==> src/rtl/dmg_link_peer.sv <==
// Far end of the DMG serial link cable: exchanges one byte per transfer,
// either following the DMG's SCK (slave) or generating SCK itself (master).
`timescale 1ns/1ps
module dmg_link_peer #(
  parameter int unsigned CLK_DIV = 256
) (
  input  logic       clk,
  input  logic       res,
  input  logic       mode_master,
  input  logic       start,
  input  logic       tx_load,
  input  logic [7:0] tx_data,
  input  logic       sck_in,
  output logic       sck_out,
  output logic       sck_oe,
  input  logic       sin,
  output logic       sout,
  output logic [7:0] rx_data,
  output logic       rx_valid,
  output logic       busy
);

  typedef enum logic [1:0] {IDLE, SLAVE_XFER, MASTER_LOW, MASTER_HIGH} state_t;

  localparam logic [15:0] DIV_LAST = 16'(CLK_DIV - 1);

  state_t      state_q, state_d;
  logic [7:0]  shreg_q, shreg_d;
  logic [7:0]  rx_data_q, rx_data_d;
  logic [3:0]  bit_cnt_q, bit_cnt_d;
  logic [15:0] div_q, div_d;
  logic        rx_valid_q, rx_valid_d;
  logic        busy_q, busy_d;
  logic        sck_out_q, sck_out_d;
  logic        sck_oe_q, sck_oe_d;
  logic        sout_q, sout_d;
  logic        sck_s1_q, sck_s2_q, sck_prev_q;
  logic        sin_s1_q, sin_s2_q;

  logic       sck_fall, sck_rise, div_done, first_bit;
  logic [7:0] shifted;

  assign sck_fall  = sck_prev_q & ~sck_s2_q;
  assign sck_rise  = ~sck_prev_q & sck_s2_q;
  assign div_done  = (div_q == DIV_LAST);
  assign first_bit = tx_load ? tx_data[7] : shreg_q[7];
  assign shifted   = {shreg_q[6:0], sin_s2_q};

  always_ff @(posedge clk) begin
    if (res) begin
      state_q    <= IDLE;
      shreg_q    <= 8'hFF;
      rx_data_q  <= 8'h00;
      bit_cnt_q  <= 4'd0;
      div_q      <= 16'd0;
      rx_valid_q <= 1'b0;
      busy_q     <= 1'b0;
      sck_out_q  <= 1'b1;
      sck_oe_q   <= 1'b0;
      sout_q     <= 1'b1;
      sck_s1_q   <= 1'b1;
      sck_s2_q   <= 1'b1;
      sck_prev_q <= 1'b1;
      sin_s1_q   <= 1'b1;
      sin_s2_q   <= 1'b1;
    end else begin
      state_q    <= state_d;
      shreg_q    <= shreg_d;
      rx_data_q  <= rx_data_d;
      bit_cnt_q  <= bit_cnt_d;
      div_q      <= div_d;
      rx_valid_q <= rx_valid_d;
      busy_q     <= busy_d;
      sck_out_q  <= sck_out_d;
      sck_oe_q   <= sck_oe_d;
      sout_q     <= sout_d;
      sck_s1_q   <= sck_in;
      sck_s2_q   <= sck_s1_q;
      sck_prev_q <= sck_s2_q;
      sin_s1_q   <= sin;
      sin_s2_q   <= sin_s1_q;
    end
  end

  always_comb begin
    state_d    = state_q;
    shreg_d    = shreg_q;
    rx_data_d  = rx_data_q;
    bit_cnt_d  = bit_cnt_q;
    div_d      = div_q;
    rx_valid_d = 1'b0;
    busy_d     = busy_q;
    sck_out_d  = sck_out_q;
    sck_oe_d   = sck_oe_q;
    sout_d     = sout_q;
    case (state_q)
      IDLE: begin
        if (tx_load) shreg_d = tx_data;
        if (mode_master && start) begin
          sck_oe_d  = 1'b1;
          sck_out_d = 1'b0;
          sout_d    = first_bit;
          busy_d    = 1'b1;
          bit_cnt_d = 4'd0;
          div_d     = 16'd0;
          state_d   = MASTER_LOW;
        end else if (!mode_master && sck_fall) begin
          sout_d    = first_bit;
          busy_d    = 1'b1;
          bit_cnt_d = 4'd0;
          state_d   = SLAVE_XFER;
        end
      end
      SLAVE_XFER: begin
        if (sck_fall) begin
          sout_d = shreg_q[7];
        end else if (sck_rise) begin
          shreg_d   = shifted;
          bit_cnt_d = bit_cnt_q + 4'd1;
          if (bit_cnt_q == 4'd7) begin
            rx_data_d  = shifted;
            rx_valid_d = 1'b1;
            busy_d     = 1'b0;
            state_d    = IDLE;
          end
        end
      end
      MASTER_LOW: begin
        if (div_done) begin
          div_d     = 16'd0;
          sck_out_d = 1'b1;
          shreg_d   = shifted;
          bit_cnt_d = bit_cnt_q + 4'd1;
          state_d   = MASTER_HIGH;
        end else begin
          div_d = div_q + 16'd1;
        end
      end
      MASTER_HIGH: begin
        // The last high phase is held in full so a transfer spans 16 half-periods.
        if (div_done) begin
          div_d = 16'd0;
          if (bit_cnt_q == 4'd8) begin
            rx_data_d  = shreg_q;
            rx_valid_d = 1'b1;
            sck_oe_d   = 1'b0;
            busy_d     = 1'b0;
            state_d    = IDLE;
          end else begin
            sck_out_d = 1'b0;
            sout_d    = shreg_q[7];
            state_d   = MASTER_LOW;
          end
        end else begin
          div_d = div_q + 16'd1;
        end
      end
      default: state_d = IDLE;
    endcase
  end

  assign sck_out  = sck_out_q;
  assign sck_oe   = sck_oe_q;
  assign sout     = sout_q;
  assign rx_data  = rx_data_q;
  assign rx_valid = rx_valid_q;
  assign busy     = busy_q;

endmodule

==> config.mk <==
export PLATFORM = sky130hd
export DESIGN_NAME = dmg_link_peer
export DESIGN_NICKNAME = d
export VERILOG_FILES = /design/src/rtl/dmg_link_peer.sv
export SDC_FILE = /design/constraint.sdc
export NUM_CORES = 1
export LEC_CHECK = 0
export CORE_MARGIN = 1
export CORE_UTILIZATION = 35
export CTS_BUF_LIST = sky130_fd_sc_hd__clkbuf_8 sky130_fd_sc_hd__clkbuf_16
export CTS_CLUSTER_SIZE = 12
export DETAILED_ROUTE_END_ITERATION = 8
export SYNTH_ARGS = -nofsm -noshare
export SYNTH_HDL_FRONTEND = slang
export SYNTH_SLANG_ARGS = --single-unit
export TNS_END_PERCENT = 10
==> constraint.sdc <==
create_clock -name clk -period 6.07 [get_ports clk]
set_clock_uncertainty 0.2 [all_clocks]
set_input_delay 0.607 -clock clk [delete_from_list [all_inputs] [get_ports clk]]
set_output_delay 0.607 -clock clk [all_outputs]
set_load 0.03 [all_outputs]
# Word level (Yosys, flattened, before mapping)

Cells that the tools add are included.

Output and inout bits: 13
Bits of input ports: 15
Logic and storage cells: 115
Bits in registers: 48

$add $sub $neg: 2
Reduce and logical (&&, ||, !) cells: 20
Bitwise logic cells: 4
Multiplexer cells: 57
Equality and inequality tests: 17

Operators with widths:

| cell                    | number |
|---|---|
| $mux W8                 | 9 |
| $mux W16                | 2 |
| $pmux W16 S2            | 1 |
| $pmux W8 S3             | 1 |
| $mux W1                 | 23 |
| $mux W4                 | 5 |
| $ne A2 B2 Y1 const B    | 10 |
| $reduce_and A5 Y1       | 4 |
| $add A16 B1 Y16 const B | 1 |
| $eq A16 B8 Y1 const B   | 1 |
| $mux W2                 | 8 |
| $pmux W8 S2             | 1 |
| $pmux W4 S3             | 1 |
| $reduce_and A6 Y1       | 2 |
| $pmux W1 S3             | 3 |
| $reduce_bool A3 Y1      | 3 |
| $pmux W2 S4             | 1 |
| $reduce_and A7 Y1       | 1 |
| $reduce_bool A2 Y1      | 3 |
| $add A4 B1 Y4 const B   | 1 |
| $eq A2 B2 Y1 const B    | 2 |
| $eq A4 B3 Y1 const B    | 1 |
| $eq A4 B4 Y1 const B    | 1 |
| $pmux W1 S2             | 2 |
| 10 further kinds        | 13 |

# Longest topological paths before layout

Gate-level depths: netlist of run 1.

Word-level depth: 6
Depth in mapped cells: 8
Mapped depth without buffers: 6

# Worst setup path after synthesis of run 1

Ideal clock, no wire load.

Path type: reg2reg
From: register div_q[0]
To: register div_q[14]
Period minus slack after synthesis: 2.229 ns
Path slack: 3.841 ns
Path buffers: 0
Setup time: 0.074 ns
Data required time: 5.796 ns
Stages on the path, launching flop included: 6
Arrival time: 1.955 ns
Cell sequence: dfxtp_1 -> ha_1 -> nand4_2 -> or4_4 -> or4b_1 -> a31oi_1

Word-level cells in the longest chain between the ends: 3
Elaborated cells between the ends (all ways): 4
Those cells by class: 1 x add/sub; 1 x eq/ne; 2 x mux

Ends and longest elaborated chain:

| what                                             | line         | source |
|---|---|---|
| start: declaration                               | 31           | `logic [15:0] div_q, div_d;` |
| start signal: assignment                         | 71           | `div_q <= div_d;` |
| $add A16 B1 Y16 or $eq A16 B8 Y1 (tied branches) | 136, 155, 45 |  |
| $mux W16 *                                       | 129, 141     |  |
| $pmux W16 S2 *                                   | 96           | `case (state_q)` |

Every way passes the cells marked *; elsewhere a longest branch is shown, timed or not.
A chain may end at the register's enable or synchronous reset.

# Final worst setup path of run 1

From: register state_q[0]
To: register div_q[6]

Word-level cells in the longest chain between the ends: 4
Elaborated cells between the ends (all ways): 8
Those cells by class: 3 x eq/ne; 1 x mux; 4 x reduce/logical

Ends and longest elaborated chain:

| what                                | line | source |
|---|---|---|
| start: declaration                  | 27   | `state_t state_q, state_d;` |
| start signal: assignment            | 67   | `state_q <= state_d;` |
| $eq A2 B2 Y1                        | 96   |  |
| $reduce_or A2 Y1 (no source line)   | -    |  |
| $reduce_bool A2 Y1 (no source line) | -    |  |
| $reduce_and A2 Y1 (no source line)  | -    |  |

Parallel ways exist; a longest one is shown, timed or not.

==> results of run 1 <==
## state kept, by name, summed over array words and instances (netlist names)
name and flops:
bit_cnt_q 4, busy 1, div_q 16, rx_data 8, rx_valid 1, sck_oe 1, sck_out 1, sck_prev_q 1
sck_s1_q 1, sck_s2_q 1, shreg_q 8, sin_s1_q 1, sin_s2_q 1, sout 1, state_q 2
## metrics by stage
step	setup slack [ns]	cells
after global routing	2.98	445
after detailed placement	3.05	437
final	3.23	445
after CTS	3.22	445
after floorplan	3.84	334
after global placement	3.04	437
## worst max-delay path by stage
| stage | end | slack (ns) | cells past startpoint |
|---|---|---|---|
| after CTS | div_q[4]$_SDFFE_PP0P_ | 3.22 | 6 |
| after global routing | div_q[6]$_SDFFE_PP0P_ | 2.98 | 6 |
| after detailed placement | div_q[14]$_SDFFE_PP0P_ | 3.05 | 5 |
| final | div_q[6]$_SDFFE_PP0P_ | 3.23 | 6 |
| after floorplan | div_q[14]$_SDFFE_PP0P_ | 3.84 | 5 |
| after global placement | div_q[14]$_SDFFE_PP0P_ | 3.04 | 5 |
## worst register-to-register path, cell delays in order, from the launching register on
cell and delay [ns]:
dfxtp_1 0.39, inv_1 0.10, ha_1 0.36, or2_2 0.44
o21ai_1 0.89, o21ai_0 0.23, a21oi_1 0.16
## layer usage
metal  routed length, um  global-route usage, %  vias to the layer above
met5                   0                      0                        -
met4                  74                   4.76                        0
met3                 267                   3.10                        5
met2                2940                   25.1                       47
met1                3250                   22.8                     1179
li1                    -                      -                     1271
## kinds of logic after synthesis
logic type / synth area share [%]
mux: 5.03
fa+ha+maj: 3.59
flops: 34.5
simple gates: 28.2
compound gates: 21.0
buf+inv: 7.68
## area by class of cell
type	count	area [um2]	share of cell area, %
Multi-Input combinational cell	237	1610	50.7
Sequential cell	48	961	30.3
Timing Repair Buffer	29	285	8.99
Tap cell	102	128	4.02
Inverter	21	78.8	2.48
Clock buffer	5	68.8	2.17
Clock inverter	3	42.5	1.34
## power by group through the flow
stage / clock network (mW) / logic (mW) / registers [mW]
detailed placement: 0 / 0.546 / 0.428
CTS: 0.244 / 0.548 / 0.421
floorplan: 0 / 0.412 / 0.428
global route: 0.256 / 0.595 / 0.431
global placement: 0 / 0.547 / 0.428
finish: 0.235 / 0.545 / 0.422
## cell usage in the layout, fill, tap and decap left out, drive strengths merged, types with 9 or more instances in the layout
master,netlist,final
dfxtp,48,48
o21ai,17,17
nand2,17,17
mux2i,14,14
a21oi,12,12
nand4,12,12
clkdlybuf4s50,0,27
nor4,13,13
nor2,17,17
a211oi,11,11
and2,9,9
nand3,19,19
inv,21,21
nor3,12,12
==> qor.csv, run 1 <==
metric,value,unit
status,"complete, no violations",
totalWireLength,6540,um
start_kind,flip-flop,
fillCellCount,807,
place_area,3060,um2
route.vias.total,2502,
h-tree-depth,2,
ios,28,
yosys_warnings,0,
slowest_stage,o21ai_1,
crit_path_end_kind,flip-flop,
p_sw,492,uW
cpPeakStageDelay,0.89,ns
synth.top_cells.by_count,"dfxtp_1, clkbuf_1, inv_1",
antenna_found_initial,0,
p_clk_share,19.6,%
via_per_inst,5.62,
power_leakage,1.04,nW
r2r-end,div_q[6]$_SDFFE_PP0P_,
grt_max_degree,43,
syn_to_final_growth,14.0,%
ys.flop_type,dfxtp_1,
max_cap_violations,0,
yosysTopAreaCell,dfxtp_1,
crit_family,compound AO/OA/AOI/OAI gates,
grt_overflow,0,
critPathKind,reg2reg,
final-setup-viol-count,0,
start_util,36.0,%
rows,32,
fin_tns_setup,0,ns
final_util,41.1,%
worstReg2RegStart,state_q[0]$_SDFFE_PP0P_,
drv_slew,0,
syn_inst,334,
sw_frac_of_total,40.9,%
cts_sinks,48,
io_buffers,27,
clk_latency,0.31,ns
drt_first_iter_violations,275,
synth-seq-cells,48,
grt_pass1_vias,2192,
synth_cell_types,58,
drc,0,
numCtsBuffers,5,
max-slew-margin-rel,24.8,%
power_density,379,nW/um2
avgSynthCellArea,8.34,um2
cp_num_buf_inv,1,
die_y,91.2,um
antenna_left,0,
clk_pin_slew,0.09,ns
ctsResizeCount,0,
p_comb_share,45.3,%
min_path_cells,1,
synth_fp_nets,357,
fin_crit_sh,46.7,%
cts_tree,yes,
wl_per_cell,14.7,um
min_from,sck_s1_q$_SDFF_PP1_,
path_cells,inv_1 -> ha_1 -> or2_2 -> o21ai_1 -> o21ai_0 -> a21oi_1,
r2r_cells,6,
crit_start,state_q[0]$_SDFFE_PP0P_,
core-area,7730,um2
required,6.10,ns
hold_buffers,0,
yosys.area.top_type_share,34.5,%
cts_buffer_depth,2,
hold_class,reg2reg,
worst-path-max-fanout,16,
arrival,2.87,ns
synth_edf_count,0,
synthArstFlopShare,0,%
rrSetupSlack,3.23,ns
hpwlAfterDp,4480,um
hold_path_end,sck_s2_q$_SDFF_PP1_,
hold_ws,0.217,ns
fin_area,3170,um2
fp.dieArea,8320,um2
rsz0062_at_grt,false,
p_total,1.20,mW
yosysMostFrequentCell,dfxtp_1,
drive_above_1_share,7.87,%
routabilityCongestion,0.774,
pwr-share-seq,35.1,%
worstMarginPinSlew,1.12,ns
root_buffer,clkbuf_8,
grt_util_all_layers,16.2,%
synth_area,2790,um2
first_pass_iters,4,
antenna_cells,0,
fmax,353,MHz
die_x,91.2,um
yosysSeqAreaShare,34.5,%
nets,365,
synth_area_leaders,"dfxtp_1, mux2i_1, ha_1, nand3_1, nor4_1",
cts_setup_buffers,0,
power.internal,710,uW
ir_worst_vdd,0.252,mV
hold_viol,0,
min_period,2.84,ns
grt_first_pass_wirelength,10900,um
No activity file was read; power rests on OpenSTA's default activity.
==> run 2: changes to the inputs <==
clock period = 2.7 ns   (was 6.07 ns; I/O delays follow)
==> qor.csv, run 2 (same netlist as run 1, synthesis figures left out) <==
metric,value,unit,change
worstMarginPinSlew,0.676,ns,was 1.12 ns
fmax,415,MHz,was 353 MHz
rows,32,,unchanged
numCtsBuffers,5,,unchanged
route.vias.total,2503,,was 2502
routabilityCongestion,0.784,,was 0.774
p_comb_share,48.2,%,was 45.3%
min_path_cells,1,,unchanged
nets,375,,was 365
syn_to_final_growth,16.2,%,was 14.0%
required,2.74,ns,was 6.10 ns
start_util,36.0,%,unchanged
cts_sinks,48,,unchanged
hold_buffers,0,,unchanged
hold_class,reg2reg,,unchanged
largest_register_ffs,16,,unchanged
ctsResizeCount,0,,unchanged
fin_crit_sh,89.2,%,was 46.7%
final_cell_mix,"dfxtp_1, clkdlybuf4s50_1, inv_1",,unchanged
fillCellCount,785,,was 807
antenna_left,0,,unchanged
fp.dieArea,8320,um2,unchanged
r2r_cells,5,,was 6
hpwlAfterDp,4740,um,was 4480 um
p_clk_share,17.1,%,was 19.6%
io_buffers,27,,unchanged
drc,0,,unchanged
final-setup-viol-count,0,,unchanged
layout_commonest_cell,dfxtp_1,,unchanged
arrival,2.45,ns,was 2.87 ns
power.internal,1.58,mW,was 710 uW
crit_path_end_kind,flip-flop,,unchanged
die_x,91.2,um,unchanged
fin_tns_setup,0,ns,unchanged
grt_max_degree,38,,was 43
drive_above_1_share,10.5,%,was 7.87%
drv_slew,0,,unchanged
clk_pin_slew,0.10,ns,was 0.09 ns
min_period,2.41,ns,was 2.84 ns
cts_buffer_depth,2,,unchanged
die_y,91.2,um,unchanged
cts_setup_buffers,0,,unchanged
grt_pass1_vias,2338,,was 2192
core-area,7730,um2,unchanged
start_kind,flip-flop,,unchanged
worst-path-max-fanout,6,,was 16
cts_tree,yes,,unchanged
clk_latency,0.30,ns,was 0.31 ns
largest_register,div_q,,unchanged
h-tree-depth,2,,unchanged
place_area,3140,um2,was 3060 um2
antenna_found_initial,0,,unchanged
max-slew-margin-rel,54.9,%,was 24.8%
ios,28,,unchanged
status,"complete, no violations",,unchanged
grt_first_pass_wirelength,11700,um,was 10900 um
wl_per_cell,15.1,um,was 14.7 um
max_cap_violations,0,,unchanged
antenna_cells,0,,unchanged
drt_first_iter_violations,163,,was 275
grt_util_all_layers,17.3,%,was 16.2%
totalWireLength,6860,um,was 6540 um
power_leakage,1.08,nW,was 1.04 nW
power_density,838,nW/um2,was 379 nW/um2
hold_viol,0,,unchanged
grt_overflow,0,,unchanged
critPathKind,reg2reg,,unchanged
rsz0062_at_grt,false,,unchanged
root_buffer,clkbuf_8,,unchanged
sw_frac_of_total,41.6,%,was 40.9%
first_pass_iters,4,,unchanged
p_sw,1.13,mW,was 492 uW
pwr-share-seq,34.7,%,was 35.1%
fin_area,3240,um2,was 3170 um2
via_per_inst,5.50,,was 5.62
ir_worst_vdd,0.550,mV,was 0.252 mV
rrSetupSlack,0.29,ns,was 3.23 ns
==> run 2: through the flow <==
stage               worst slack (ns)  total power, mW  instances  hold WS, ns  utilization (%)
floorplan                      0.471             1.89        334        0.174                -
global placement               0.235             2.26        447        0.191             40.6
detailed placement             0.226             2.27        447        0.199             40.6
CTS                            0.302             2.73        455        0.220             41.9
global route                   0.175             2.93        455        0.237             41.9
finish                         0.291             2.71        455        0.215             41.9
==> run 2: critical path, cell delays in order, from the launching register on <==
cell     delay [ns]
dfxtp_1        0.43
ha_1           0.30
nand4_2        0.19
or4_4          0.55
or4b_1         0.50
a31oi_1        0.16
==> run 2: final cells by class <==
type                    instances  area, um2  share of cell area, %
flip-flops and latches         48        961                   29.7
clock inverters                 2       15.0                  0.464
inverters                      21       78.8                   2.44
well taps                     102        128                   3.94
repair buffers                 39        360                   11.1
multi-input cells             237       1610                   49.8
clock buffers                   6       82.6                   2.55
==> run 2: path summary, 6_finish.rpt <==
path / start / to
worst min-delay path: sck_s1_q$_SDFF_PP1_ / sck_s2_q$_SDFF_PP1_
worst min register to register: sck_s1_q$_SDFF_PP1_ / sck_s2_q$_SDFF_PP1_
worst max-delay path: div_q[0]$_SDFFE_PP0P_ / div_q[14]$_SDFFE_PP0P_
worst max register to register: div_q[0]$_SDFFE_PP0P_ / div_q[14]$_SDFFE_PP0P_
==> run 2: metal layers <==
| layer | track usage (%) | part of all wire, % | up-vias |
|---|---|---|---|
| met3 | 2.76 | 2.7 | 6 |
| met2 | 26.3 | 44 | 34 |
| li1 | - | - | 1288 |
| met4 | 3.97 | 0.89 | 0 |
| met5 | 0 | 0 | - |
| met1 | 25.4 | 52 | 1175 |
==> run 2: power groups by stage <==
stage | Combinational, mW | Clock, mW | Sequential (mW)
5_1_grt | 1.46 | 0.510 | 0.958
3_3_place_gp | 1.30 | 0 | 0.957
2_1_floorplan | 0.925 | 0 | 0.961
6_report | 1.31 | 0.465 | 0.940
4_1_cts | 1.32 | 0.475 | 0.941
3_5_place_dp | 1.31 | 0 | 0.957
